File: src/rtl/mem_port_ctrl_pkg.sv
// ============================================================================
// Module : mem_port_ctrl_pkg
// Brief  : Shared encodings for mem_port_ctrl: access sizes, FSM states,
//          IO-window default and the size -> byte-count table.
// Rev    : 1.0  initial release
// ============================================================================
`default_nettype none

package mem_port_ctrl_pkg;

    localparam logic [1:0] SZ_BYTE = 2'd0;
    localparam logic [1:0] SZ_HALF = 2'd1;
    localparam logic [1:0] SZ_WORD = 2'd2;

    localparam logic [1:0] ST_IDLE  = 2'd0;
    localparam logic [1:0] ST_READ  = 2'd1;
    localparam logic [1:0] ST_WRITE = 2'd2;

    localparam logic [1:0] IO_SEL_DEFAULT = 2'b11;

    function automatic logic [2:0] byte_count(input logic [1:0] size);
        case (size)
            SZ_BYTE: byte_count = 3'd1;
            SZ_HALF: byte_count = 3'd2;
            default: byte_count = 3'd4;
        endcase
    endfunction

endpackage

`default_nettype wire

File: src/rtl/mem_port_arbiter.sv
// ============================================================================
// Module : mem_port_arbiter
// Brief  : Combinational channel grant with one-hot output. Rotating priority
//          when MEMCTRL_ROUND_ROBIN_EN is defined, else lowest index wins.
// Rev    : 1.0  initial release
// ============================================================================
`default_nettype none

module mem_port_arbiter
    import mem_port_ctrl_pkg::*;
#(
    parameter int NCH = 2
) (
`ifdef MEMCTRL_ROUND_ROBIN_EN
    input  logic           clk,
    input  logic           rst,
    input  logic           grant_en,
`endif
    input  logic [NCH-1:0] valid,
    output logic           any,
    output logic [NCH-1:0] onehot
);

`ifdef MEMCTRL_ROUND_ROBIN_EN
    localparam int IW = (NCH > 1) ? $clog2(NCH) : 1;

    logic [IW-1:0] ptr;
    logic [IW-1:0] idx;

    // Search starts just after the last granted channel; descending loop so
    // the nearest hit is written last.
    always_comb begin
        int c;
        c   = 0;
        any = 1'b0;
        idx = '0;
        for (int off = NCH; off >= 1; off--) begin
            c = (int'(ptr) + off) % NCH;
            if (valid[IW'(c)]) begin
                any = 1'b1;
                idx = IW'(c);
            end
        end
        onehot = any ? (NCH'(1) << idx) : '0;
    end

    always_ff @(posedge clk) begin
        if (!rst) begin
            ptr <= IW'(NCH - 1);
        end else if (grant_en) begin
            ptr <= idx;
        end
    end
`else
    always_comb begin
        any    = |valid;
        onehot = valid & ~(valid - NCH'(1));
    end
`endif

endmodule

`default_nettype wire

File: src/rtl/mem_port_ctrl.sv
// ============================================================================
// Module : mem_port_ctrl
// Brief  : N-channel byte-serial memory controller for an 8-bit RAM/IO bus.
//          Build option: MEMCTRL_ROUND_ROBIN_EN selects rotating arbitration.
// Rev    : 1.0  initial release
// ============================================================================
`default_nettype none

module mem_port_ctrl
    import mem_port_ctrl_pkg::*;
#(
    parameter int         NCH    = 2,
    parameter int         AW     = 32,
    parameter logic [1:0] IO_SEL = IO_SEL_DEFAULT
) (
    input  logic              clk,
    input  logic              rst,
    input  logic              rdy,
    input  logic [7:0]        ram_data_i,
    output logic [7:0]        ram_data_o,
    output logic [AW-1:0]     ram_addr_o,
    output logic              ram_wr_o,
    input  logic              io_buffer_full_i,
    input  logic [NCH-1:0]    req_valid_i,
    input  logic [NCH-1:0]    req_wr_i,
    input  logic [2*NCH-1:0]  req_size_i,
    input  logic [AW*NCH-1:0] req_addr_i,
    input  logic [32*NCH-1:0] req_wdata_i,
    input  logic [NCH-1:0]    abort_i,
    output logic [NCH-1:0]    done_o,
    output logic [31:0]       rdata_o,
    output logic              busy_o
);

    logic [1:0]     state;
    logic [1:0]     state_nxt;
    logic [2:0]     cnt;
    logic [NCH-1:0] gmask;
    logic [AW-1:0]  base;
    logic [1:0]     size;
    logic [31:0]    wdata;
    logic [23:0]    rbuf;

    logic           arb_any;
    logic [NCH-1:0] arb_onehot;
    logic [AW-1:0]  sel_addr;
    logic [1:0]     sel_size;
    logic [31:0]    sel_wdata;
    logic           sel_wr;

    logic [2:0]     nbytes;
    logic [AW-1:0]  cur_addr;
    logic           io_hold;
    logic           last_rd;
    logic           last_wr;
    logic           aborted;
    logic [7:0]     wbyte;
    logic [31:0]    rd_word;

`ifdef MEMCTRL_ROUND_ROBIN_EN
    logic grant_en;
    assign grant_en = (state == ST_IDLE) && rdy && arb_any;
`endif

    mem_port_arbiter #(
        .NCH (NCH)
    ) u_arb (
`ifdef MEMCTRL_ROUND_ROBIN_EN
        .clk      (clk),
        .rst      (rst),
        .grant_en (grant_en),
`endif
        .valid    (req_valid_i),
        .any      (arb_any),
        .onehot   (arb_onehot)
    );

    always_comb begin
        sel_addr  = '0;
        sel_size  = '0;
        sel_wdata = '0;
        sel_wr    = 1'b0;
        for (int c = 0; c < NCH; c++) begin
            sel_addr  = sel_addr  | (req_addr_i[c*AW +: AW]  & {AW{arb_onehot[c]}});
            sel_size  = sel_size  | (req_size_i[c*2 +: 2]    & {2{arb_onehot[c]}});
            sel_wdata = sel_wdata | (req_wdata_i[c*32 +: 32] & {32{arb_onehot[c]}});
            sel_wr    = sel_wr    | (req_wr_i[c] & arb_onehot[c]);
        end
    end

    assign nbytes   = byte_count(size);
    assign cur_addr = base + AW'(cnt);
    assign io_hold  = (state == ST_WRITE) && (cur_addr[17:16] == IO_SEL) && io_buffer_full_i;
    assign last_rd  = (state == ST_READ)  && (cnt == nbytes);
    assign last_wr  = (state == ST_WRITE) && (cnt == nbytes - 3'd1);
    assign aborted  = (state == ST_READ)  && |(abort_i & gmask);

    always_comb begin
        case (cnt[1:0])
            2'd0:    wbyte = wdata[7:0];
            2'd1:    wbyte = wdata[15:8];
            2'd2:    wbyte = wdata[23:16];
            default: wbyte = wdata[31:24];
        endcase
    end

    // The final byte is still on the bus in the done cycle, so it bypasses rbuf.
    always_comb begin
        case (size)
            SZ_BYTE: rd_word = {24'd0, ram_data_i};
            SZ_HALF: rd_word = {16'd0, ram_data_i, rbuf[7:0]};
            default: rd_word = {ram_data_i, rbuf};
        endcase
    end

    always_ff @(posedge clk) begin
        if (!rst) begin
            state <= ST_IDLE;
        end else if (rdy) begin
            state <= state_nxt;
        end
    end

    always_comb begin
        state_nxt = state;
        case (state)
            ST_IDLE:  if (arb_any) state_nxt = sel_wr ? ST_WRITE : ST_READ;
            ST_READ:  if (aborted || last_rd) state_nxt = ST_IDLE;
            ST_WRITE: if (last_wr && !io_hold) state_nxt = ST_IDLE;
            default:  state_nxt = ST_IDLE;
        endcase
    end

    always_ff @(posedge clk) begin
        if (!rst) begin
            cnt   <= '0;
            gmask <= '0;
            base  <= '0;
            size  <= '0;
            wdata <= '0;
            rbuf  <= '0;
        end else if (rdy) begin
            case (state)
                ST_IDLE: begin
                    if (arb_any) begin
                        cnt   <= '0;
                        gmask <= arb_onehot;
                        base  <= sel_addr;
                        size  <= sel_size;
                        wdata <= sel_wdata;
                    end
                end
                ST_READ: begin
                    if (aborted || last_rd) begin
                        cnt <= '0;
                    end else begin
                        cnt <= cnt + 3'd1;
                        case (cnt)
                            3'd1:    rbuf[7:0]   <= ram_data_i;
                            3'd2:    rbuf[15:8]  <= ram_data_i;
                            3'd3:    rbuf[23:16] <= ram_data_i;
                            default: ;
                        endcase
                    end
                end
                ST_WRITE: begin
                    if (!io_hold) begin
                        cnt <= last_wr ? 3'd0 : cnt + 3'd1;
                    end
                end
                default: cnt <= '0;
            endcase
        end
    end

    always_comb begin
        ram_addr_o = '0;
        ram_data_o = '0;
        ram_wr_o   = 1'b0;
        done_o     = '0;
        rdata_o    = '0;
        busy_o     = (state != ST_IDLE);
        case (state)
            ST_READ: begin
                ram_addr_o = cur_addr;
                if (rdy && last_rd && !aborted) begin
                    done_o  = gmask;
                    rdata_o = rd_word;
                end
            end
            ST_WRITE: begin
                ram_addr_o = cur_addr;
                ram_data_o = wbyte;
                if (rdy && !io_hold) begin
                    ram_wr_o = 1'b1;
                    if (last_wr) done_o = gmask;
                end
            end
            default: ;
        endcase
    end

endmodule

`default_nettype wire

File: config.mk
export PLATFORM = sky130hd
export DESIGN_NAME = mem_port_ctrl
export DESIGN_NICKNAME = d
export VERILOG_FILES = /design/src/rtl/mem_port_ctrl_pkg.sv /design/src/rtl/mem_port_arbiter.sv /design/src/rtl/mem_port_ctrl.sv
export SDC_FILE = /design/constraint.sdc
export NUM_CORES = 1
export LEC_CHECK = 0
export BUFFER_PORTS_ARGS = -buffer_cell sky130_fd_sc_hd__buf_2
export CAP_MARGIN = 20
export CORE_MARGIN = 5
export CORE_UTILIZATION = 40
export DETAILED_ROUTE_END_ITERATION = 8
export GPL_TIMING_DRIVEN = 1
export PLACE_DENSITY = 0.68
export SLEW_MARGIN = 20
export SYNTH_ARGS = -nofsm -noshare
export SYNTH_HDL_FRONTEND = slang
export SYNTH_SLANG_ARGS = --single-unit
File: constraint.sdc
create_clock -name clk -period 6.8 [get_ports clk]
set_clock_uncertainty 0.15 [all_clocks]
set_input_delay 0.34 -clock clk [delete_from_list [all_inputs] [get_ports clk]]
set_output_delay 0.34 -clock clk [all_outputs]
set_load 0.01 [all_outputs]
After elaboration in Yosys (flattened, before gate mapping)
Cells that the tools add are included.

operators by class
  add/subtract/negate cells = 4
  eq/ne operators = 15
  mux-type cells = 23
  bitwise gates (word level) = 16
  reductions and logical operators = 25

operator list
  operator              number
  $and A32 B32 Y32      4
  $mux W32              3
  $or A32 B32 Y32       2
  $pmux W32 S2          1
  $add A32 B3 Y32       1
  $pmux W8 S3           1
  $reduce_and A4 Y1     4
  $mux W2               7
  $mux W3               4
  $logic_and A1 B1 Y1   9
  $pmux W3 S3           1
  $and A2 B2 Y2         4
  $mux W8               1
  $eq A2 B1 Y1 const B  3
  $eq A2 B2 Y1 const B  3
  $eq A3 B2 Y1 const B  2
  $eq A3 B3 Y1          2
  $logic_not A2 Y1      3
  $pmux W2 S3           1
  $pmux W3 S2           1
  $reduce_and A3 Y1     2
  $reduce_or A2 Y1      3
  $ne A2 B1 Y1 const B  2
  $ne A2 B2 Y1 const B  2
  other kinds (14)      17

storage, ports and cells
  flip-flop bits (word level) = 97
  input port bits = 150
  output and inout bits = 76
  word-level logic and storage cells = 92

Longest topological paths before layout
Gate-level depths: netlist of run 1.

  depth after elaboration = 8
  depth in mapped cells = 12
  mapped depth without buffers = 9

By module
Synthesis of run 1 repeated with hierarchy kept, for this count alone.

unflattened totals
  cell total of the unflattened synthesis = 723
  area, all modules = 5,875.6 um^2

modules (own cells, without submodules)
  module            instances  cells each  area each (um^2)  seq. area each (um^2)
  mem_port_ctrl     1          720         5,853.1           1,941.9
  mem_port_arbiter  1          3           22.5              0.0

Worst setup path after synthesis of run 1
OpenSTA, ideal clock, no wires.

  kind = register to output
  start point = reg cnt[1]
  end point = out ram_addr_o[24]
  arrival time = 2.478 ns
  data required time = 6.310 ns
  slack = 3.832 ns
  cell stages (with the launch flop) = 9
  buffers on the path = 1
  path through = dfxtp_1 -> inv_1 -> fa_1 -> and2b_1 -> o2111ai_4 -> nand2b_1 -> clkbuf_1 -> or3_1 -> a21boi_0

between the ends
  word-level cells in the longest chain between the ends = 2

ends and longest elaborated chain
  what                    RTL line              text
  from (decl)             mem_port_ctrl.sv:37   logic [2:0] cnt;
  from (signal assigned)  mem_port_ctrl.sv:157  cnt <= cnt + 3'd1;
  from (signal assigned)  mem_port_ctrl.sv:168  cnt <= last_wr ? 3'd0 : cnt + 3'd1;
  $add A32 B3 Y32         mem_port_ctrl.sv:92   assign cur_addr = base + AW'(cnt);
  $mux W32                mem_port_ctrl.sv:183  case (state)
  to (decl)               mem_port_ctrl.sv:21   output logic [AW-1:0] ram_addr_o,

No other way between the ends.

Worst setup path in the final report of run 1
  start point = reg size[0]
  end point = out rdata_o[20]

between the ends
  word-level cells in the longest chain between the ends = 8
  elaborated cells between the ends (all ways) = 10

ends and longest elaborated chain
  what                                              RTL line                                       text
  from (decl)                                       mem_port_ctrl.sv:40                            logic [1:0] size;
  from (signal assigned)                            mem_port_ctrl.sv:149                           size <= sel_size;
  $eq A2 B1 Y1 or $logic_not A2 Y1 (tied branches)  mem_port_ctrl_pkg.sv:22, mem_port_ctrl.sv:109
  $pmux W3 S2                                       mem_port_ctrl_pkg.sv:22                        case (size)
  $eq A3 B3 Y1                                      mem_port_ctrl.sv:94                            assign last_rd = (state == ST_READ) && (cnt == nbytes);
  $logic_and A1 B1 Y1                               mem_port_ctrl.sv:94
  $logic_and A1 B1 Y1 (2 in a row)                  mem_port_ctrl.sv:186                           if (rdy && last_rd && !aborted) begin
  $mux W32 (*)                                      mem_port_ctrl.sv:186
  $mux W32 (*)                                      mem_port_ctrl.sv:183
  to (decl)                                         mem_port_ctrl.sv:31                            output logic [31:0] rdata_o,

Every way passes the cells marked *; elsewhere a longest branch is shown, timed or not.

==> out/results.tsv, run 1 <==
stage	metric	value	unit
worst_setup_path	required	6310	ps
timing	worst_pin_slew	860	ps
final_layout	diodes	0	
final_layout	drive_gt1_share	30.7	%
power	p_switching	0.398	mW
final_layout	layout_commonest_cell	buf_2	
power	clkPwrFrac	36.8	%
routing	drtIter0Drc	583	
power	comb_power_share	19.6	%
floorplan	io_pins	226	
synth	synth_cell_types	51	
grt	met1_usage	27.4	%
floorplan	die_y	129	um
floorplan	core-area	13900	um^2
worst_setup_path	cp_max_fo	19	
clock_network	cts_tree	done	
worst_setup_path	crit_chain	nor2b_1 > inv_1 > ha_1 > xnor2_1 > and2_1 > nand3_1 > or2_2 > nor2_8 > and2_1 > buf_2	
power	p_seq_share	43.6	%
clock_network	numCtsBuffers	9	
worst_setup_path	worstSetupEndpointType	output pin	
synth	seq_area_frac_synth	34.2	%
clock_network	h-tree-depth	3	
final_layout	fill_cells	1348	
power	p_total	1.45	mW
worst_setup_path	max_stage_delay	620	ps
run_status	outcome	finished clean	
final_layout	final_area	7130	um^2
worst_setup_path	cp_common_cell	and2_1	
synth	ys_seq_elements	97	
power	p_per_area	203	nW/um^2
place	gp_congestion	0.853	
timing	timing.hold.ws	97.4	ps
synth	syn_area_per_cell	8.77	um^2
power	peakVddDrop	0.000108	V
synth	syn-num-nets	811	
clock_network	cts.clk_slew.worst_paths	60	ps
routing	drtPass1Iterations	8	
grt	grt_pass1_wl	27700	um
floorplan	initial_utilization	40.9	%
synth	synthesis.area	5670	um^2
synth	syn_inst	647	
synth	synth-main-ff-cell	dfxtp_1	
worst_setup_path	start_kind	flop	
routing	wl	18000	um
grt	grtUsageTotal	21.1	%
timing	rsz0062_at_grt	no	
place	dpl_cell_area	6830	um^2
final_layout	layout_common_cells	buf_2 (225), dfxtp_1 (97), nor2b_1 (83)	
grt	top_usage_layer	met2	
final_layout	final_nets	998	
clock_network	post-cts-setup-buffers	0	
worst_setup_path	arrival	3480	ps
routing	avgRoutedWirePerCell	17.7	um
worst_setup_path	cp_slowest_cell	nor2b_1	
synth	async_flop_share	0	%
timing	period_share	58.3	%
floorplan	die_area	16700	um^2
grt	grt_overflow_total	0	
power	swShare	27.4	%
routing	vias	5634	
clock_network	hold_buffers	0	
power	p_leak	3.08	nW
min_path	min_path_type	input port to flop	
grt	grt_util_met3	3.71	%
timing	setup_viol	0	
routing	ant_nets	0	
timing	drv_slew	0	
final_layout	area_delta_synth_final	25.7	%
clock_network	cts_resized	0	
clock_network	clock_sinks	97	
timing	fin_crit	3970	ps
synth	synth_edf_count	0	
timing	hold_violations	0	
final_layout	final_util	51.4	%
place	dp_hpwl	13400	um
timing	fmax	0.252	GHz
grt	first_global_vias	5245	
floorplan	die_w	129	um
run	drv_cap	0	
grt	grt_use_met2	34.6	%
synth	ys_warn_count	0	
clock_network	clk_latency	350	ps
worst_setup_path	crit_type	flop to output pin	
timing	slew_headroom	42.7	%
grt	antenna_found_initial	0	
place	port_buffers	225	
clock_network	clockRootBuffer	clkbuf_16	
clock_network	cts_max_path_buffers	2	
routing	drc	0	
floorplan	rows	43	
power	p_int	1.05	mW
grt	grt_max_degree	101	
timing	setup-tns-final	0	ps
routing	routed_via_density	5.54	
metrics by stage:
| stage | instances | worst slack (ps) |
|---|---|---|
| finish | 1017 | 2830 |
| global route | 1017 | 2490 |
| CTS | 1017 | 2820 |
| detailed placement | 1003 | 3200 |
| global placement | 1003 | 3380 |
| floorplan | 647 | 3830 |
state kept, by name (all words and copies together) (netlist names):
name,flops
cnt,3
wdata,32
rbuf,24
state,2
base,32
gmask,2
size,2
power by group through the flow:
stage                     clock, mW  combinational, mW  sequential, mW
after floorplan                   0              0.190           0.634
after global placement            0              0.283           0.645
after detailed placement          0              0.284           0.645
after CTS                     0.546              0.284           0.632
after global routing          0.570              0.314           0.637
final                         0.534              0.284           0.633
cells by family (layout without fill, tap and decap cells):
kind of cell             count (synthesis)  in the layout  synth area share, %
AND/OR/NAND/NOR                        288            288                 28.4
AO/OA/AOI/OAI                          138            138                 21.7
flip-flops                              97             97                 34.2
buffers and inverters                   68            258                 4.98
XOR/XNOR                                29             29                 5.07
adder cells (fa/ha/maj)                 14             14                 3.22
multiplexers                            13             13                 2.38
synthesized netlist by cell type, types with 5 or more instances:
| cell | instances | area [um^2] |
|---|---|---|
| dfxtp_1 | 97 | 1940 |
| nor2b_1 | 83 | 519 |
| a222oi_1 | 74 | 741 |
| nand2_1 | 53 | 199 |
| and2_1 | 52 | 325 |
| clkbuf_1 | 41 | 154 |
| nand3_1 | 28 | 140 |
| nor2_1 | 26 | 97.6 |
| a21boi_0 | 20 | 150 |
| and3_1 | 16 | 100 |
| xnor2_1 | 16 | 140 |
| inv_1 | 15 | 56.3 |
| o21ai_0 | 14 | 70.1 |
| ha_1 | 13 | 163 |
| mux2i_1 | 12 | 120 |
| xor2_1 | 11 | 96.3 |
| a21oi_1 | 10 | 50.1 |
| a22oi_1 | 9 | 67.6 |
| or3_1 | 6 | 37.5 |
| nand4_1 | 5 | 31.3 |
critical path, delay by kind of cell, from the launching register on:
kind,cells,cell delay [ps]
buffers and inverters,2,320
adders and majority gates,1,400
xor gates and xnor gates,1,180
DFF,1,380
and+or+nand+nor,6,1840
metal layers:
layer	wire length [um]	vias up
met5	0	-
met4	454	0
met3	1440	27
met2	8680	240
met1	7480	2613
li1	-	2754
final cells by class:
| cell class | count | area [um^2] | area share (%) |
|---|---|---|---|
| multi-input cells | 482 | 3450 | 48.4 |
| flip-flops and latches | 97 | 1940 | 27.2 |
| repair buffers | 229 | 1160 | 16.2 |
| clock buffers | 11 | 233 | 3.26 |
| well taps | 180 | 225 | 3.16 |
| clock inverters | 3 | 67.6 | 0.947 |
| inverters | 15 | 56.3 | 0.789 |
worst paths after layout:
kind / start / to / slack (ps) / cells after the start
max: size[0] / rdata_o[20] / 2830 / 10
min: req_wdata_i[41] / wdata[9] / 100 / 3
max reg2reg: size[0] / rbuf[2] / 3310 / 9
min reg2reg: rbuf[0] / rbuf[0] / 320 / 2
(Power assumes the default switching activity.)
==> inputs of run 2 (changes only) <==
--- a/config.mk
+++ b/config.mk
@@ -5,13 +5,14 @@
 export SDC_FILE = /design/constraint.sdc
 export NUM_CORES = 1
 export LEC_CHECK = 0
+export ABC_AREA = 1
 export BUFFER_PORTS_ARGS = -buffer_cell sky130_fd_sc_hd__buf_2
 export CAP_MARGIN = 20
 export CORE_MARGIN = 5
 export CORE_UTILIZATION = 40
 export DETAILED_ROUTE_END_ITERATION = 8
 export GPL_TIMING_DRIVEN = 1
-export PLACE_DENSITY = 0.68
+export PLACE_DENSITY = 0.67
 export SLEW_MARGIN = 20
 export SYNTH_ARGS = -nofsm -noshare
 export SYNTH_HDL_FRONTEND = slang
==> constraint.sdc (replaced) <==
create_clock -name clk -period 3.7 [get_ports clk]
set_clock_uncertainty 0.15 [all_clocks]
set_input_delay 0.185 -clock clk [delete_from_list [all_inputs] [get_ports clk]]
set_output_delay 0.185 -clock clk [all_outputs]
set_load 0.01 [all_outputs]
==> out/results.tsv, run 2 <==
stage	metric	value	unit
clock_network	cts.clk_slew.worst_paths	70	ps
clock_network	cts_max_path_buffers	2	
place	port_buffers	225	
final_layout	area_delta_synth_final	46.4	%
synth	yosys-top-cells-area	dfxtp_1 (32%), nand2_1 (22%), a31oi_1 (7.7%)	
timing	period_share	91.0	%
timing	timing.hold.ws	14.9	ps
synth	async_flop_share	0	%
min_path	min_path_type	input port to flop	
synth	synth_compound_area_share	14.9	%
routing	routed_via_density	5.13	
min_path	holdPathStages	3	
worst_setup_path	start_kind	flop	
clock_network	cts_resized	0	
place	dp_hpwl	15200	um
grt	grt_pass1_wl	35800	um
synth	synth_top_area_share	32.3	%
routing	ant_nets	0	
run	drv_cap	0	
timing	drv_slew	0	
timing	rsz0062_at_grt	no	
synth	synth_edf_count	0	
routing	drc	0	
synth	synth-main-ff-cell	dfxtp_1	
synth	synthesis.area	6010	um^2
worst_setup_path	crit_type	flop to output pin	
clock_network	clock_sinks	97	
worst_setup_path	worstSetupEndpointType	output pin	
timing	fin_crit	3370	ps
power	p_leak	3.88	nW
worst_setup_path	worst_r2r_path_depth	10	
synth	syn_area_per_cell	6.36	um^2
floorplan	die_w	133	um
floorplan	die_area	17600	um^2
synth	synthSimpleGateAreaFrac	39.3	%
run_status	outcome	finished clean	
routing	drtIter0Drc	454	
routing	avgRoutedWirePerCell	15.1	um
clock_network	cts_tree	done	
routing	vias	7493	
final_layout	final_cells	1461	
place	gp_congestion	0.906	
synth	seq_area_frac_synth	32.3	%
timing	hold_violations	0	
grt	grt_overflow_total	0	
power	peakVddDrop	0.000208	V
synth	synth.most_common_cell	nand2_1	
timing	setup_viol	0	
grt	first_global_vias	7289	
floorplan	die_y	133	um
synth	ys_warn_count	0	
worst_setup_path	arrival	3030	ps
timing	worst_pin_slew	939	ps
timing	fmax	0.297	GHz
timing	slew_headroom	37.3	%
synth	synth_top_family_by_area	simple AND/OR/NAND/NOR gates	
grt	grtUsageTotal	24.5	%
final_layout	layout_common_cells	nand2_1 (356), buf_2 (225), dlygate4sd3_1 (131)	
clock_network	post-cts-setup-buffers	0	
place	dpl_cell_area	7200	um^2
timing	setup-tns-final	0	ps
grt	antenna_found_initial	1	
floorplan	io_pins	226	
worst_setup_path	cp_max_fo	7	
synth	synth_top_cell_by_area	dfxtp_1	
synth	synthXorXnorAreaFrac	1.75	%
floorplan	core-area	14600	um^2
place	placed_cells	1313	
grt	grt_max_degree	52	
synth	netlist_top_cells_count	nand2_1 (356), nor2_1 (111), dfxtp_1 (97)	
clock_network	clk_latency	350	ps
floorplan	initial_utilization	41.1	%
final_layout	layout_commonest_cell	nand2_1	
synth	syn_inst	945	
synth	syn-num-nets	1109	
final_layout	drive_gt1_share	22.3	%
timing	worst_slack	334	ps
worst_setup_path	required	3370	ps
routing	drtPass1Iterations	5	
synth	synth_fa_ha_area_share	3.04	%
final_layout	reg.largest.list	base: 32 flops, wdata: 32 flops, rbuf: 24 flops	
power	p_per_area	324	nW/um^2
final_layout	final_area	8800	um^2
synth	ys_seq_elements	97	
clock_network	h-tree-depth	3	
clock_network	numCtsBuffers	9	
synth	synthMuxAreaShare	0	%
place	pre_cts_ws	756	ps
routing	wl	22100	um
floorplan	rows	44	
clock_network	clockRootBuffer	clkbuf_16	
final_layout	final_nets	1435	
synth	synth_cell_types	39	
[run 2: cell types whose count changed after synthesis, moves of 24 or more]
cell and change:
and2_1 -51, inv_1 +45, a222oi_1 -74, nor2b_1 -83, nor2_1 +85, nand2_1 +303, a31oi_1 +74, a21oi_1 +24
[run 2: what timing repair did]
action	CTS	global route
hold buffers	131	0
setup endpoints to repair	0	0
endpoints found under the hold margin	66	0
[run 2: area by class of cell]
class                           instances  area (um^2)
Antenna cell                            1         2.50
Inverter                               71          267
Clock buffer                           10          239
Timing Repair Buffer                  364         2520
Fill cell                            1377         5840
Multi-Input combinational cell        728         3550
Tap cell                              184          230
Clock inverter                          6         48.8
Sequential cell                        97         1940
[run 2: per-layer routing]
| metal | global-route usage, % | vias to the layer above | share of wire, % |
|---|---|---|---|
| li1 | - | 3747 | - |
| met1 | 30.8 | 3379 | 42 |
| met2 | 40.7 | 311 | 47 |
| met3 | 4.97 | 56 | 7.7 |
| met4 | 10.6 | 0 | 3.4 |
| met5 | 0 | - | 0 |
[run 2: cells by family (layout without fill, tap and decap cells)]
group / after synthesis / after routing
other cells: 0 / 1
simple gates: 558 / 558
fa+ha+maj: 14 / 14
xor+xnor: 12 / 12
flops: 97 / 97
buf+inv: 120 / 451
compound gates: 144 / 144
[run 2: worst paths after layout]
kind              slack [ps]              to           from
setup / recovery         330  ram_addr_o[26]         cnt[1]
hold / removal            10         rbuf[9]  ram_data_i[1]
setup reg to reg         420        base[18]       state[0]
hold reg to reg          360        rbuf[11]       rbuf[11]
[run 2: where the power goes]
part           switching, mW  internal [mW]
Sequential            0.0634           1.11
Clock                  0.455          0.484
Combinational          0.427          0.319
Total                  0.945           1.91
[run 2: worst max-delay path: stages (launching register included)]
cell	delay, ps
dfxtp_1	480
inv_1	170
fa_1	470
inv_1	70
nand3_1	60
nand2_1	170
nand2_1	120
nor2_1	270
nand2_1	110
nor2_1	280
nand2_1	120
o21ai_0	170
a21oi_1	60
buf_2	140
[run 2: per-stage QoR]
stage | power [mW] | utilization [%]
after floorplan | 1.57 | -
after detailed placement | 1.80 | 49.2
after global routing | 2.99 | 60.1
after CTS | 2.85 | 60.1
after global placement | 1.80 | 49.2
final | 2.85 | 60.1
